File: src/rtl/motor_pkg.sv
// Shared definitions for the motor PWM gate: per-channel state encoding and duty saturation.
package motor_pkg;

    typedef enum logic [1:0] {
        HALT = 2'd0,
        RUN  = 2'd1,
        DEAD = 2'd2,
        RAMP = 2'd3
    } ch_state_t;

    function automatic logic [31:0] duty_clamp(input logic [31:0] cmd, input logic [31:0] period);
        return (cmd > period) ? period : cmd;
    endfunction

endpackage

File: src/rtl/motor_pwm_channel.sv
// One motor channel: HALT/RUN/DEAD/RAMP interlock FSM, boundary-latched duty and PWM compare.
module motor_pwm_channel
    import motor_pkg::*;
#(
    parameter int DUTY_W     = 10,
    parameter int PWM_PERIOD = 1000,
    parameter int RAMP_STEP  = 8,
    parameter int DEAD_TICKS = 5
) (
    input  logic              clk,
    input  logic              rst,
    input  logic              kill,
    input  logic              tick_edge,
    input  logic              boundary,
    input  logic [DUTY_W-1:0] pwm_cnt,
    input  logic [DUTY_W-1:0] duty_cmd,
    input  logic              dir_cmd,
    output logic              pwm,
    output logic              dir,
    output logic              brake,
    output logic [1:0]        state_code
);

    localparam int                DCW    = $clog2(DEAD_TICKS + 2);
    localparam logic [DUTY_W-1:0] STEP   = DUTY_W'(RAMP_STEP);
    localparam logic [DCW-1:0]    DEAD_N = DCW'(DEAD_TICKS);

    ch_state_t         state, state_nxt;
    logic [DUTY_W-1:0] duty_tgt, tgt_nxt, duty_act;
    logic [DCW-1:0]    dead_cnt, dead_nxt;
    logic              dir_nxt;

    always_comb begin
        state_nxt = state;
        tgt_nxt   = duty_tgt;
        dead_nxt  = dead_cnt;
        dir_nxt   = dir;
        case (state)
            HALT: begin
                tgt_nxt = '0;
                // Re-arm only on an explicit zero command so a stale duty never restarts the motor.
                if (!kill && duty_cmd == '0) begin
                    state_nxt = RUN;
                    dir_nxt   = dir_cmd;
                end
            end
            RUN: begin
                if (kill) begin
                    state_nxt = RAMP;
                end else if (dir_cmd != dir) begin
                    state_nxt = DEAD;
                    tgt_nxt   = '0;
                    dead_nxt  = DEAD_N;
                end else begin
                    tgt_nxt = DUTY_W'(duty_clamp(32'(duty_cmd), 32'(PWM_PERIOD)));
                end
            end
            DEAD: begin
                tgt_nxt = '0;
                if (tick_edge && dead_cnt != '0)
                    dead_nxt = dead_cnt - DCW'(1);
                if (kill) begin
                    state_nxt = RAMP;
                end else if (dead_cnt == '0 && duty_act == '0) begin
                    state_nxt = RUN;
                    dir_nxt   = dir_cmd;
                end
            end
            RAMP: begin
                if (tick_edge)
                    tgt_nxt = (duty_tgt > STEP) ? duty_tgt - STEP : '0;
                if (duty_tgt == '0 && duty_act == '0)
                    state_nxt = HALT;
            end
            default: state_nxt = HALT;
        endcase
    end

    always_ff @(posedge clk) begin
        if (rst) begin
            state    <= HALT;
            duty_tgt <= '0;
            duty_act <= '0;
            dead_cnt <= '0;
            dir      <= 1'b0;
            pwm      <= 1'b0;
        end else begin
            state    <= state_nxt;
            duty_tgt <= tgt_nxt;
            dead_cnt <= dead_nxt;
            dir      <= dir_nxt;
            if (boundary)
                duty_act <= duty_tgt;
            pwm <= (pwm_cnt < duty_act);
        end
    end

    assign brake      = (state == HALT);
    assign state_code = state;

endmodule

File: src/rtl/motor_pwm_gate.sv
// Multi-channel H-bridge PWM driver gated by the heartbeat watchdog kill vector and tick.
module motor_pwm_gate
    import motor_pkg::*;
#(
    parameter int NCH        = 4,
    parameter int DUTY_W     = 10,
    parameter int PWM_PERIOD = 1000,
    parameter int RAMP_STEP  = 8,
    parameter int DEAD_TICKS = 5
) (
    input  logic                  clk_50Mhz,
    input  logic                  rst,
    input  logic [31:0]           wd_reset,
    input  logic                  tick_10khz,
    input  logic [NCH*DUTY_W-1:0] duty_cmd,
    input  logic [NCH-1:0]        dir_cmd,
    output logic [NCH-1:0]        pwm_out,
    output logic [NCH-1:0]        dir_out,
    output logic [NCH-1:0]        brake_out,
    output logic [2*NCH-1:0]      ch_state,
    output logic                  kill_active
);

    localparam logic [DUTY_W-1:0] LAST = DUTY_W'(PWM_PERIOD - 1);

    logic [DUTY_W-1:0] pwm_cnt;
    logic              boundary, tick_q, tick_edge;

    assign boundary  = (pwm_cnt == LAST);
    assign tick_edge = tick_10khz & ~tick_q;

    // kill_active is registered so it also reads 0 while rst is held.
    always_ff @(posedge clk_50Mhz) begin
        if (rst) begin
            pwm_cnt     <= '0;
            tick_q      <= 1'b0;
            kill_active <= 1'b0;
        end else begin
            pwm_cnt     <= boundary ? '0 : pwm_cnt + DUTY_W'(1);
            tick_q      <= tick_10khz;
            kill_active <= |wd_reset[NCH-1:0];
        end
    end

    for (genvar i = 0; i < NCH; i++) begin : g_ch
        motor_pwm_channel #(
            .DUTY_W    (DUTY_W),
            .PWM_PERIOD(PWM_PERIOD),
            .RAMP_STEP (RAMP_STEP),
            .DEAD_TICKS(DEAD_TICKS)
        ) u_ch (
            .clk       (clk_50Mhz),
            .rst       (rst),
            .kill      (wd_reset[i]),
            .tick_edge (tick_edge),
            .boundary  (boundary),
            .pwm_cnt   (pwm_cnt),
            .duty_cmd  (duty_cmd[i*DUTY_W +: DUTY_W]),
            .dir_cmd   (dir_cmd[i]),
            .pwm       (pwm_out[i]),
            .dir       (dir_out[i]),
            .brake     (brake_out[i]),
            .state_code(ch_state[2*i +: 2])
        );
    end

    if (NCH < 32) begin : g_unused
        logic unused_kill;
        assign unused_kill = |wd_reset[31:NCH];
    end

endmodule

File: config.mk
export PLATFORM = sky130hd
export DESIGN_NAME = motor_pwm_gate
export DESIGN_NICKNAME = d
export VERILOG_FILES = /design/src/rtl/motor_pkg.sv /design/src/rtl/motor_pwm_channel.sv /design/src/rtl/motor_pwm_gate.sv
export SDC_FILE = /design/constraint.sdc
export NUM_CORES = 1
export LEC_CHECK = 0
export ABC_AREA = 1
export CAP_MARGIN = 15
export CORE_MARGIN = 2
export CORE_UTILIZATION = 25
export CTS_BUF_LIST = sky130_fd_sc_hd__clkbuf_8
export CTS_CLUSTER_DIAMETER = 50
export CTS_CLUSTER_SIZE = 10
export DETAILED_ROUTE_END_ITERATION = 7
export GPL_ROUTABILITY_DRIVEN = 1
export HOLD_SLACK_MARGIN = 0.08
export PLACE_DENSITY = 0.53
export REMOVE_ABC_BUFFERS = 1
export SLEW_MARGIN = 20
export SYNTH_ARGS = -nofsm -noshare
export SYNTH_HDL_FRONTEND = slang
export SYNTH_HIERARCHICAL = 1
export SYNTH_SLANG_ARGS = --single-unit
File: constraint.sdc
create_clock -name clk_50Mhz -period 4.05 [get_ports clk_50Mhz]
set_input_delay 0.6075 -clock clk_50Mhz [delete_from_list [all_inputs] [get_ports clk_50Mhz]]
set_output_delay 0.6075 -clock clk_50Mhz [all_outputs]
set_load 0.1 [all_outputs]
==> impl_metrics.yaml <==
cells_and_area:
  fin_cells: 1570
  layout.cells.most_common: "sky130_fd_sc_hd__nand2_1"
  finalCoreUtilization: 0.3086
  fin_nets: 1296
  antenna_cells: 0
  final_cell_mix: "sky130_fd_sc_hd__nand2_1 (197), sky130_fd_sc_hd__nor2_1 (144), sky130_fd_sc_hd__inv_1 (135)"
  area_growth_syn_to_layout_pct: 21.32
  final_layout_size_suffix_gt1_frac: 0.1212
  post-route-cell-area_mm2: 0.009170
clocking:
  clk_latency_ns: 0.44
  cts_buffer_depth: 2
  tritoncts_buffer_count: 17
  post_cts_setup_inserts: 0
  cts.sinks: 120
  ctsRootBufferMaster: "sky130_fd_sc_hd__clkbuf_8"
  tritoncts_clock_tree: "done"
  htreeDepth: 4
  hold_buffers: 0
  ctsResizeCount: 0
  worst_setup_hold_path_clk_slew_ns: 0.07
hold_path:
  hold_class: "reg2reg"
power:
  total_design_power_w: 0.003283
  power_density_mw_per_mm2: 358.0
  p_leak_nw: 3.873
  max-vdd-ir-drop_uv: 180.3
timing:
  final-max-slew-violation-count: 0
  finClkSkew_ns: 0.01255
  remaining_max_slew_budget_at_the_tightest_pin: 0.3213
  fmax_mhz: 344.8
  layout_min_cycle_time_ns: 2.900
  setup-violations-final: 0
  layout_worst_path_cycle_share: 0.7161
  hold_ws_ns: 0.4233
  final-hold-violation-count: 0
  rsz_0062_raised_after_global_routing: "no"
  worst_pin_slew_ns: 1.015
route:
  drt_iter0_markers: 325
  wirelength_um: 18820
  routed_wire_length_per_instance_um: 11.99
  drc_errors: 0
  detailroute.via_count: 6985
  ant_nets: 0
  drt_pre_antenna_iters: 5
  via_per_inst: 4.449
critical_path:
  crit_path_start_kind: "flip-flop"
  timing.critical_path.to_type: "output pin"
  critPathMaxStageDelay_ns: 1.20
  timing_worst_setup_path_type: "reg2out"
  required_ns: 3.44
  worstPathMaxFanout: 7
  critical_path.cell_chain: "nor2_1 > clkdlybuf4s50_1"
  slowest_library_cell_on_the_worst_path: "sky130_fd_sc_hd__clkdlybuf4s50_1"
  critical_path_arrival_ns: 2.29
yosys:
  main_area_contributors_after_synthesis: "sky130_fd_sc_hd__dfxtp_1 (32%), sky130_fd_sc_hd__nand2_1 (9.8%), sky130_fd_sc_hd__a21oi_1 (8.6%), sky130_fd_sc_hd__ha_1 (8.3%), sky130_fd_sc_hd__nor2_1 (7.2%)"
  yosys.area.top_type_share: 0.3178
  synth_seq_area_share: 0.3178
  avgSynthCellArea_um2: 6.941
  ys_seq_elements: 120
  synthesis.area_mm2: 0.007558
  synth_top_area_cell: "sky130_fd_sc_hd__dfxtp_1"
  netlist-cell-type-count: 35
  synth_warnings: 6
  syn_inst: 1089
placed_design:
  place_inst: 1538
  estimated_wirelength_of_the_detail_placed_design_um: 14320
  placement.io_buffers: 71
  place.gp.congestion: 0.8377
  placed_cell_area_mm2: 0.008716
global_route:
  grt_pass1_wl_um: 32140
  grt_antenna_before_repair: 0
  first_global_vias: 6753
  groute.usage.overall: 0.1243
  grt_start_max_net_pins: 29
  grt_overflow_total: 0
floorplanning:
  initial_utilization: 0.2543
  placementRows: 63
  io_pins: 100
  floorplan.core_area_mm2: 0.02972
  dieWidth_um: 177.9
  die_height_um: 177.9
  floorplan.die_area_mm2: 0.03164
run_status:
  outcome: "complete, no violations"
job:
  cap_viol_max_count: 0
## through the flow
step                setup slack [ns]  setup TNS [ns]
finish                         1.150               0
CTS                            1.109               0
detailed placement             1.459               0
floorplan                    -0.6999          -18.47
global placement               1.466               0
global route                   1.027               0
## cells in the mapped netlist, drive strengths merged
cell type and number:
nand2 218, inv 159, nor2 156, a21oi 144, dfxtp 120, o21ai 97
nand3 56, ha 50, nor3 12, o211ai 12, xor2 12, buf 9
clkbuf 8, or2 8, xnor2 8, nand3b 6, a21boi 4, nand4 4
o2111ai 4, nor4 2
## metal layers
layer	global-route usage	part of all wire
met1	0.1652	0.49
met2	0.2051	0.47
met3	0.02464	0.033
met4	0.03210	0.0069
met5	0	0
## path summary, 6_finish.rpt
kind,depth (start not counted),slack [ns],start,endpoint
worst max-delay path,2,1.15,g_ch[3].u_ch/state_code[1],brake_out[3]
worst min-delay path,1,0.42,g_ch[1].u_ch/dead_cnt[0],g_ch[1].u_ch/dead_cnt[0]
worst max register to register,7,1.83,pwm_cnt[1],g_ch[1].u_ch/duty_act[1]
worst min register to register,1,0.42,g_ch[1].u_ch/dead_cnt[0],g_ch[1].u_ch/dead_cnt[0]
## kinds of logic (layout without fill, tap and decap cells)
| logic type | Yosys count | count (layout) | share of synthesized area |
|---|---|---|---|
| flip-flops | 120 | 120 | 0.3178 |
| AO/OA/AOI/OAI | 261 | 261 | 0.2016 |
| buffers and inverters | 176 | 267 | 0.09684 |
| AND/OR/NAND/NOR | 462 | 462 | 0.2778 |
| XOR/XNOR | 20 | 20 | 0.02318 |
| adder cells (fa/ha/maj) | 50 | 50 | 0.08277 |
## report_power, final
group          internal (W)  total [W]  leakage [nW]  switching, W
clock              0.000708    0.00123         0.211      0.000526
sequential          0.00123    0.00129         0.972     0.0000545
combinational      0.000264   0.000763          2.69      0.000498
## flip-flops by register name, indices dropped and copies added, names as in the netlist
register              cells
pwm_cnt                  10
g_ch.u_ch/duty_tgt       40
kill_active               1
g_ch.u_ch/dir             4
tick_q                    1
g_ch.u_ch/state_code      8
g_ch.u_ch/duty_act       40
g_ch.u_ch/pwm             4
g_ch.u_ch/dead_cnt       12
## cell type report
type | instances | area (um2)
Clock buffer | 19 | 261.5
Clock inverter | 13 | 192.7
Fill cell | 3203 | 20550
Inverter | 159 | 646.9
Multi-Input combinational cell | 793 | 4431
Sequential cell | 120 | 2402
Tap cell | 390 | 488.0
Timing Repair Buffer | 76 | 748.2
## worst max-delay path: cells and delay by family (launching register included)
family | cells | cell delay [ns]
buffers and inverters | 1 | 1.20
AND/OR/NAND/NOR | 1 | 0.27
flip-flops | 1 | 0.38
Power figures use the tool's default switching activity.
